<file path="src/rtl/hilo_mdu.sv">
// hilo_mdu: multi-cycle multiply/accumulate unit that owns the MIPS HI/LO pair.
// It executes mult/multu/madd/msub with a radix-2 shift-add loop, plus mthi/mtlo.
`default_nettype none

module hilo_mdu #(
  parameter int DATA_WIDTH = 32
) (
  input  logic                  Clk,
  input  logic                  Reset,
  input  logic                  Start,
  input  logic [2:0]            Op,
  input  logic [DATA_WIDTH-1:0] A,
  input  logic [DATA_WIDTH-1:0] B,
  output logic                  Busy,
  output logic                  Done,
  output logic [DATA_WIDTH-1:0] HiOUT,
  output logic [DATA_WIDTH-1:0] LoOUT
);

  localparam int W  = DATA_WIDTH;
  localparam int CW = $clog2(DATA_WIDTH);

  typedef enum logic [1:0] {
    S_IDLE   = 2'd0,
    S_CALC   = 2'd1,
    S_FINISH = 2'd2
  } state_t;

  state_t         state;
  logic [2*W-1:0] mcand;
  logic [W-1:0]   mplier;
  logic [2*W-1:0] prod;
  logic [CW-1:0]  cnt;
  logic           neg;
  logic [1:0]     op_r;
  logic [W-1:0]   hi;
  logic [W-1:0]   lo;
  logic           done;
  logic           mt_pend;

  logic           signed_op;
  logic [W-1:0]   abs_a;
  logic [W-1:0]   abs_b;
  logic [2*W-1:0] p_fin;
  logic [2*W-1:0] acc;

  // Magnitude of the most negative value wraps to itself, which is exact as unsigned.
  assign signed_op = (Op != 3'b001);
  assign abs_a     = (signed_op && A[W-1]) ? (~A + 1'b1) : A;
  assign abs_b     = (signed_op && B[W-1]) ? (~B + 1'b1) : B;
  assign p_fin     = neg ? (~prod + 1'b1) : prod;
  assign acc       = {hi, lo};

  assign Busy  = (state != S_IDLE);
  assign Done  = done;
  assign HiOUT = hi;
  assign LoOUT = lo;

  always_ff @(posedge Clk or negedge Reset) begin
    if (!Reset) begin
      state   <= S_IDLE;
      mcand   <= '0;
      mplier  <= '0;
      prod    <= '0;
      cnt     <= '0;
      neg     <= 1'b0;
      op_r    <= 2'b00;
      hi      <= '0;
      lo      <= '0;
      done    <= 1'b0;
      mt_pend <= 1'b0;
    end else begin
      // mthi/mtlo report completion one cycle after the register write.
      done    <= mt_pend;
      mt_pend <= 1'b0;
      case (state)
        S_IDLE: begin
          if (Start) begin
            if (!Op[2]) begin
              mcand  <= {{W{1'b0}}, abs_a};
              mplier <= abs_b;
              neg    <= signed_op & (A[W-1] ^ B[W-1]);
              op_r   <= Op[1:0];
              prod   <= '0;
              cnt    <= '0;
              state  <= S_CALC;
            end else if (!Op[1]) begin
              if (Op[0]) lo <= A;
              else       hi <= A;
              mt_pend <= 1'b1;
            end
          end
        end
        S_CALC: begin
          if (mplier[0]) prod <= prod + mcand;
          mcand  <= mcand << 1;
          mplier <= mplier >> 1;
          cnt    <= cnt + 1'b1;
          if (cnt == CW'(W - 1)) state <= S_FINISH;
        end
        S_FINISH: begin
          case (op_r)
            2'b10:   {hi, lo} <= acc + p_fin;
            2'b11:   {hi, lo} <= acc - p_fin;
            default: {hi, lo} <= p_fin;
          endcase
          done  <= 1'b1;
          state <= S_IDLE;
        end
        default: state <= S_IDLE;
      endcase
    end
  end

endmodule

`default_nettype wire

</file>
<file path="config.mk">
export PLATFORM = sky130hd
export DESIGN_NAME = hilo_mdu
export DESIGN_NICKNAME = d
export VERILOG_FILES = /design/src/rtl/hilo_mdu.sv
export SDC_FILE = /design/constraint.sdc
export NUM_CORES = 1
export LEC_CHECK = 0
export CAP_MARGIN = 10
export CORE_MARGIN = 10
export CORE_UTILIZATION = 38
export DETAILED_ROUTE_END_ITERATION = 6
export DONT_BUFFER_PORTS = 1
export PLACE_DENSITY = 0.64
export SETUP_SLACK_MARGIN = 0.2
export SYNTH_ARGS = -nofsm -noshare
export SYNTH_HDL_FRONTEND = slang
export SYNTH_SLANG_ARGS = --single-unit
export TNS_END_PERCENT = 50
</file>
<file path="constraint.sdc">
create_clock -name Clk -period 9 [get_ports Clk]
set_input_delay 1.35 -clock Clk [delete_from_list [all_inputs] [get_ports Clk]]
set_output_delay 1.35 -clock Clk [all_outputs]
set_load 0.03 [all_outputs]
</file>
; After elaboration in Yosys (flattened, before gate mapping)
; Index checks and enable logic that the tools add are counted.
[totals]
regBits = 236
[op_classes]
n_reduce_logical = 12
addsub = 7
muxes = 37
n_bitwise = 6
eq_ne = 14
[ops]
columns = op, count
row1 = two-way mux 32 bit, 12
row2 = two-way mux 64 bit, 6
row3 = case mux 32 bit (2 select lines), 5
row4 = case mux 64 bit (2 select lines), 2
row5 = adder 64 bit, 2
row6 = adder 32 x 1 -> 32 bit (second input constant), 2
row7 = adder 64 x 1 -> 64 bit (second input constant), 1
row8 = NOT 32 bit, 2
row9 = NOT 64 bit, 1
row10 = subtractor 64 bit, 1
row11 = != test 2 bit (second input constant), 8
row12 = two-way mux 5 bit, 2
row13 = case mux 5 bit (2 select lines), 1
row14 = AND reduction 5 bit, 2
row15 = AND reduction 3 bit, 3
row16 = == test 2 bit (second input constant), 3
row17 = two-way mux 2 bit, 3
row18 = nonzero test 2 bit, 3
row19 = adder 5 x 1 -> 5 bit (second input constant), 1
row20 = == test 5 bit (second input constant), 1
row21 = two-way mux 1 bit, 5
row22 = case mux 2 bit (2 select lines), 1
row23 = AND reduction 4 bit, 1
row24 = != test 3 x 1 -> 1 bit (second input constant), 1
row25 = 6 further kinds, 7

; Logic depth before layout (Yosys ltp)
[depth]
ltp_word = 6
depth_mapped = 26
mapped_depth_nobuf = 25

; Least setup slack after synthesis
; No wires, ideal clock.
[synth_timing]
path_type = register to register
startpoint = reg prod[16]
endpoint = reg hi[31], in the netlist HiOUT[31]
setup_time_ps = 123
setup_slack_ps = 3296
arrival_time_ps = 5581
n_path_buf = 1
stages_incl_launch_ff = 23
period_less_slack_ps = 5704
t_required_ps = 8877
cell_sequence = dfrtp_1 -> or4_4 -> or3_1 -> or4b_1 -> or2_2 -> or3_1 -> or3_1 -> o41ai_1 -> xor2_1 -> inv_1 -> ha_1 -> clkbuf_1 -> a21oi_1 -> nor2_1 -> nor2_1 -> nor2_1 -> or3_1 -> o31a_1 -> a32oi_1 -> o21ai_0 -> or3_1 -> o2111ai_1 -> nor2_1
[synth_via]
elab_chain_cells = 6
[synth_rtl]
columns = item, line
row1 = from (decl), 32  ; logic [2*W-1:0] prod;
row2 = from (signal assigned), 95  ; if (mplier[0]) prod <= prod + mcand;
row3 = NOT 64 bit, 51  ; assign p_fin = neg ? (~prod + 1'b1) : prod;
row4 = adder 64 x 1 -> 64 bit, 51
row5 = two-way mux 64 bit *, 51
row6 = subtractor 64 bit or adder 64 bit (tied branches), "104, 103"
row7 = case mux 32 bit (2 select lines) *, 102  ; case (op_r)
row8 = case mux 32 bit (2 select lines) *, 76  ; case (state)
row9 = to (signal assigned), 103  ; 2'b10: {hi, lo} <= acc + p_fin;
row10 = to (signal assigned), 104  ; 2'b11: {hi, lo} <= acc - p_fin;
row11 = to (signal assigned), 105  ; default: {hi, lo} <= p_fin;
row12 = to (decl), 36  ; logic [W-1:0] hi;
; Mark *: on every way between the ends. The rest lies on a longest branch, timed or not.
; A chain may end at the register's enable or synchronous reset.

; Worst setup path after layout
[layout_timing]
startpoint = reg prod[1]
endpoint = reg hi[28], in the netlist HiOUT[28]
; Same word-level chain as after synthesis.

==> results.toml <==
[timing]
finalCriticalPeriod_ps = 6730
fin_crit_sh_pct = 74.8
report.final.hold_viol_count = 0
tns_ps = 0
worstMarginPinSlew_ps = 1130
finalMaxSlewViolations = 0
finalClockSkew_ps = 27.3
timing.fmax_mhz = 148
maxSlewHeadroom_pct = 24.3
rsz0062_at_grt = "false"
finalSetupViolations = 0

[job]
drv_cap = 0

[drt]
wirelength_mm = 83.6
vias_per_cell = 6.11
drtPass1Iterations = 7
drtIter0Drc = 2167
route.detailed.drc = 0
vias = 22800
post_drt_wl_per_cell_um = 22.4
drtAntennaViolNets = 0

[die]
initial_core_util_pct = 38.4
die_y_um = 267
placement_rows = 90
dieArea_mm2 = 0.0713
die_w_um = 267
core_mm2 = 0.0604
io_pins = 136

[global_route]
antenna_found_initial = 1
grt_pass1_vias = 21300
grt_max_degree = 237
track_usage_pct = 22.6
overflow = 0
grt_pass1_wl_mm = 128

[critical_path]
cp.required_ps = 9500
crit_family = "compound AO/OA/AOI/OAI gates"
crit_chain = "inv_1, ha_1, nand2_1, or3_1, nor2_1, nand2_1, nand2_1, xnor2_1, ha_1, or2_2, or3_1, a2111oi_0, o21bai_1, a211o_1, a31oi_1, nor4b_1, o21ai_0, o21ai_0, a41oi_1, xnor2_1, a31oi_1, a21oi_1"
crit_type = "flop to flop"
crit_buf_inv = 1
cp.arrival_ps = 7230
worstSetupStartpoint = "prod[1]"
r2r_start = "prod[1]"
slowest_delay_ps = 710
critPathMaxFanout = 9
end_kind = "flop"
critPathMostFrequentCell = "nand2_1"
critPathLaunchType = "flop"
slowest_stage = "a2111oi_0"

[synthesis]
synth-warning-count = 0
synth_edf_count = 0
synth_cells = 3032
avgSynthCellArea_um2 = 7.65
yosys_most_used_dff = "dfrtp_1"
ys_seq_area_share_pct = 25.5
ys_types = 73
syn-num-nets = 3313
async_reset_ff_share_pct = 100
syn_area_mm2 = 0.0232
ys_seq_elements = 236

[layout]
drive_gt1_share_pct = 3.70
nNetsFinal = 3201
area_growth_pct = 6.85
antenna_cells = 0

[cts]
cts.sinks = 236
cts_hold_buf = 0
clk_pin_slew_worst_paths_ps = 70
clk_latency_ps = 620
post_cts_resized = 0
post_cts_buffers = 0
root_buffer = "clkbuf_16"
cts_buffers = 31
ctsLongestPathBuffers = 3
cts_tree = "built"
htree_levels = 1

[placement]
hpwl_mm = 63.5
port_buffers = 0
gp_congestion = 0.960

[outcome]
status = "finished, final reports clean"

[hold_path]
hold_class = "input port to async pin"
worst reg2reg max path, delay by kind of cell, from the launching register on:
kind | cells | cell delay (ps)
xor gates and xnor gates | 2 | 390
AOI/OAI and AO/OA | 9 | 3040
buffers and inverters | 1 | 100
and+or+nand+nor | 8 | 2060
adders and majority gates | 2 | 570
DFF | 1 | 470
worst paths after layout:
check / endpoint / slack, ps / cells after the start
worst max-delay path: HiOUT[28] / 2270 / 22
worst min register to register: Done / 440 / 1
max in group asynchronous: prod[5] / 8170 / 0
worst max register to register: HiOUT[28] / 2270 / 22
min in group Clk: Done / 440 / 1
worst min-delay path: HiOUT[25] / 440 / 0
logic make-up (layout without fill, tap and decap cells):
| logic type | count (synthesis) | in the layout | synth area share, % |
|---|---|---|---|
| flip-flops | 236 | 236 | 25.5 |
| buffers and inverters | 314 | 227 | 5.08 |
| multiplexers | 13 | 13 | 0.561 |
| AO/OA/AOI/OAI | 1112 | 1112 | 30.0 |
| XOR/XNOR | 255 | 255 | 9.66 |
| adder cells (fa/ha/maj) | 211 | 211 | 11.5 |
| AND/OR/NAND/NOR | 891 | 891 | 17.8 |
synth_stat cells, drive strengths merged, types with 4 or more instances:
master | count | area [um2]
a2111oi | 6 | 52.6
a211o | 6 | 52.6
a211oi | 44 | 330
a21o | 58 | 435
a21oi | 284 | 1420
a221o | 14 | 140
a221oi | 13 | 114
a222oi | 4 | 40.0
a22o | 4 | 35.0
a22oi | 76 | 571
a311oi | 5 | 43.8
a31oi | 22 | 138
and2 | 14 | 87.6
and3 | 25 | 156
buf | 7 | 26.3
clkbuf | 153 | 574
dfrtp | 236 | 5910
ha | 208 | 2600
inv | 153 | 574
mux2i | 13 | 130
nand2 | 340 | 1280
nand2b | 26 | 163
nand3 | 46 | 230
nand3b | 6 | 45.0
nand4 | 29 | 181
nor2 | 234 | 878
nor2b | 18 | 113
nor3 | 44 | 220
nor3b | 4 | 30.0
nor4 | 37 | 231
o2111ai | 8 | 70.1
o211ai | 27 | 203
o21a | 13 | 97.6
o21ai | 351 | 1760
o21bai | 43 | 323
o221ai | 21 | 184
o22ai | 4 | 25.0
o31a | 10 | 87.6
o31ai | 49 | 368
o41ai | 23 | 220
or2 | 13 | 81.3
or3 | 26 | 183
or4 | 18 | 143
xnor2 | 170 | 1490
xor2 | 85 | 752
through the flow:
step / area (um2) / hold WS, ps / util (%) / setup WS [ps] / std cells
after floorplan: 23200 / 408 / - / 3300 / 3032
final: 24800 / 437 / 41.1 / 2270 / 3727
after CTS: 24800 / 432 / 41.1 / 2340 / 3727
after global routing: 24800 / 411 / 41.1 / 1970 / 3727
after global placement: 23700 / 417 / 39.3 / 2510 / 3669
after detailed placement: 23700 / 429 / 39.3 / 2340 / 3669
sequential cells by signal (all words and copies together) (netlist names):
signal,count
Done,1
HiOUT,32
LoOUT,32
cnt,5
mcand,64
mplier,32
mt_pend,1
neg,1
op_r,2
prod,64
state,2
metal layers:
layer | track usage, % | share of wire, % | up-vias
met5 | 0 | 0 | -
met4 | 8.71 | 4.1 | 0
met3 | 4.17 | 8.9 | 131
met2 | 33.3 | 41 | 956
met1 | 32.2 | 45 | 10900
li1 | - | - | 10800
final cells by class:
type | count | area [um2]
Fill cell | 6236 | 35600
Tap cell | 782 | 978
Clock buffer | 39 | 856
Clock inverter | 19 | 205
Timing Repair Buffer | 15 | 113
Inverter | 154 | 578
Multi-Input combinational cell | 2482 | 16100
Sequential cell | 236 | 5910
placed cells by master, fill, tap and decap left out, types with 46 or more instances in the layout:
cell type,instances
nor2_1,232
a21oi_1,284
a21o_1,58
dfrtp_1,233
xnor2_1,170
nand2_1,340
o31ai_1,49
a22oi_1,76
nand3_1,46
ha_1,208
xor2_1,84
inv_1,153
o21ai_0,350
Power is not shown: default switching activity piles up to over one toggle a cycle in this logic, so the estimate is an artifact.
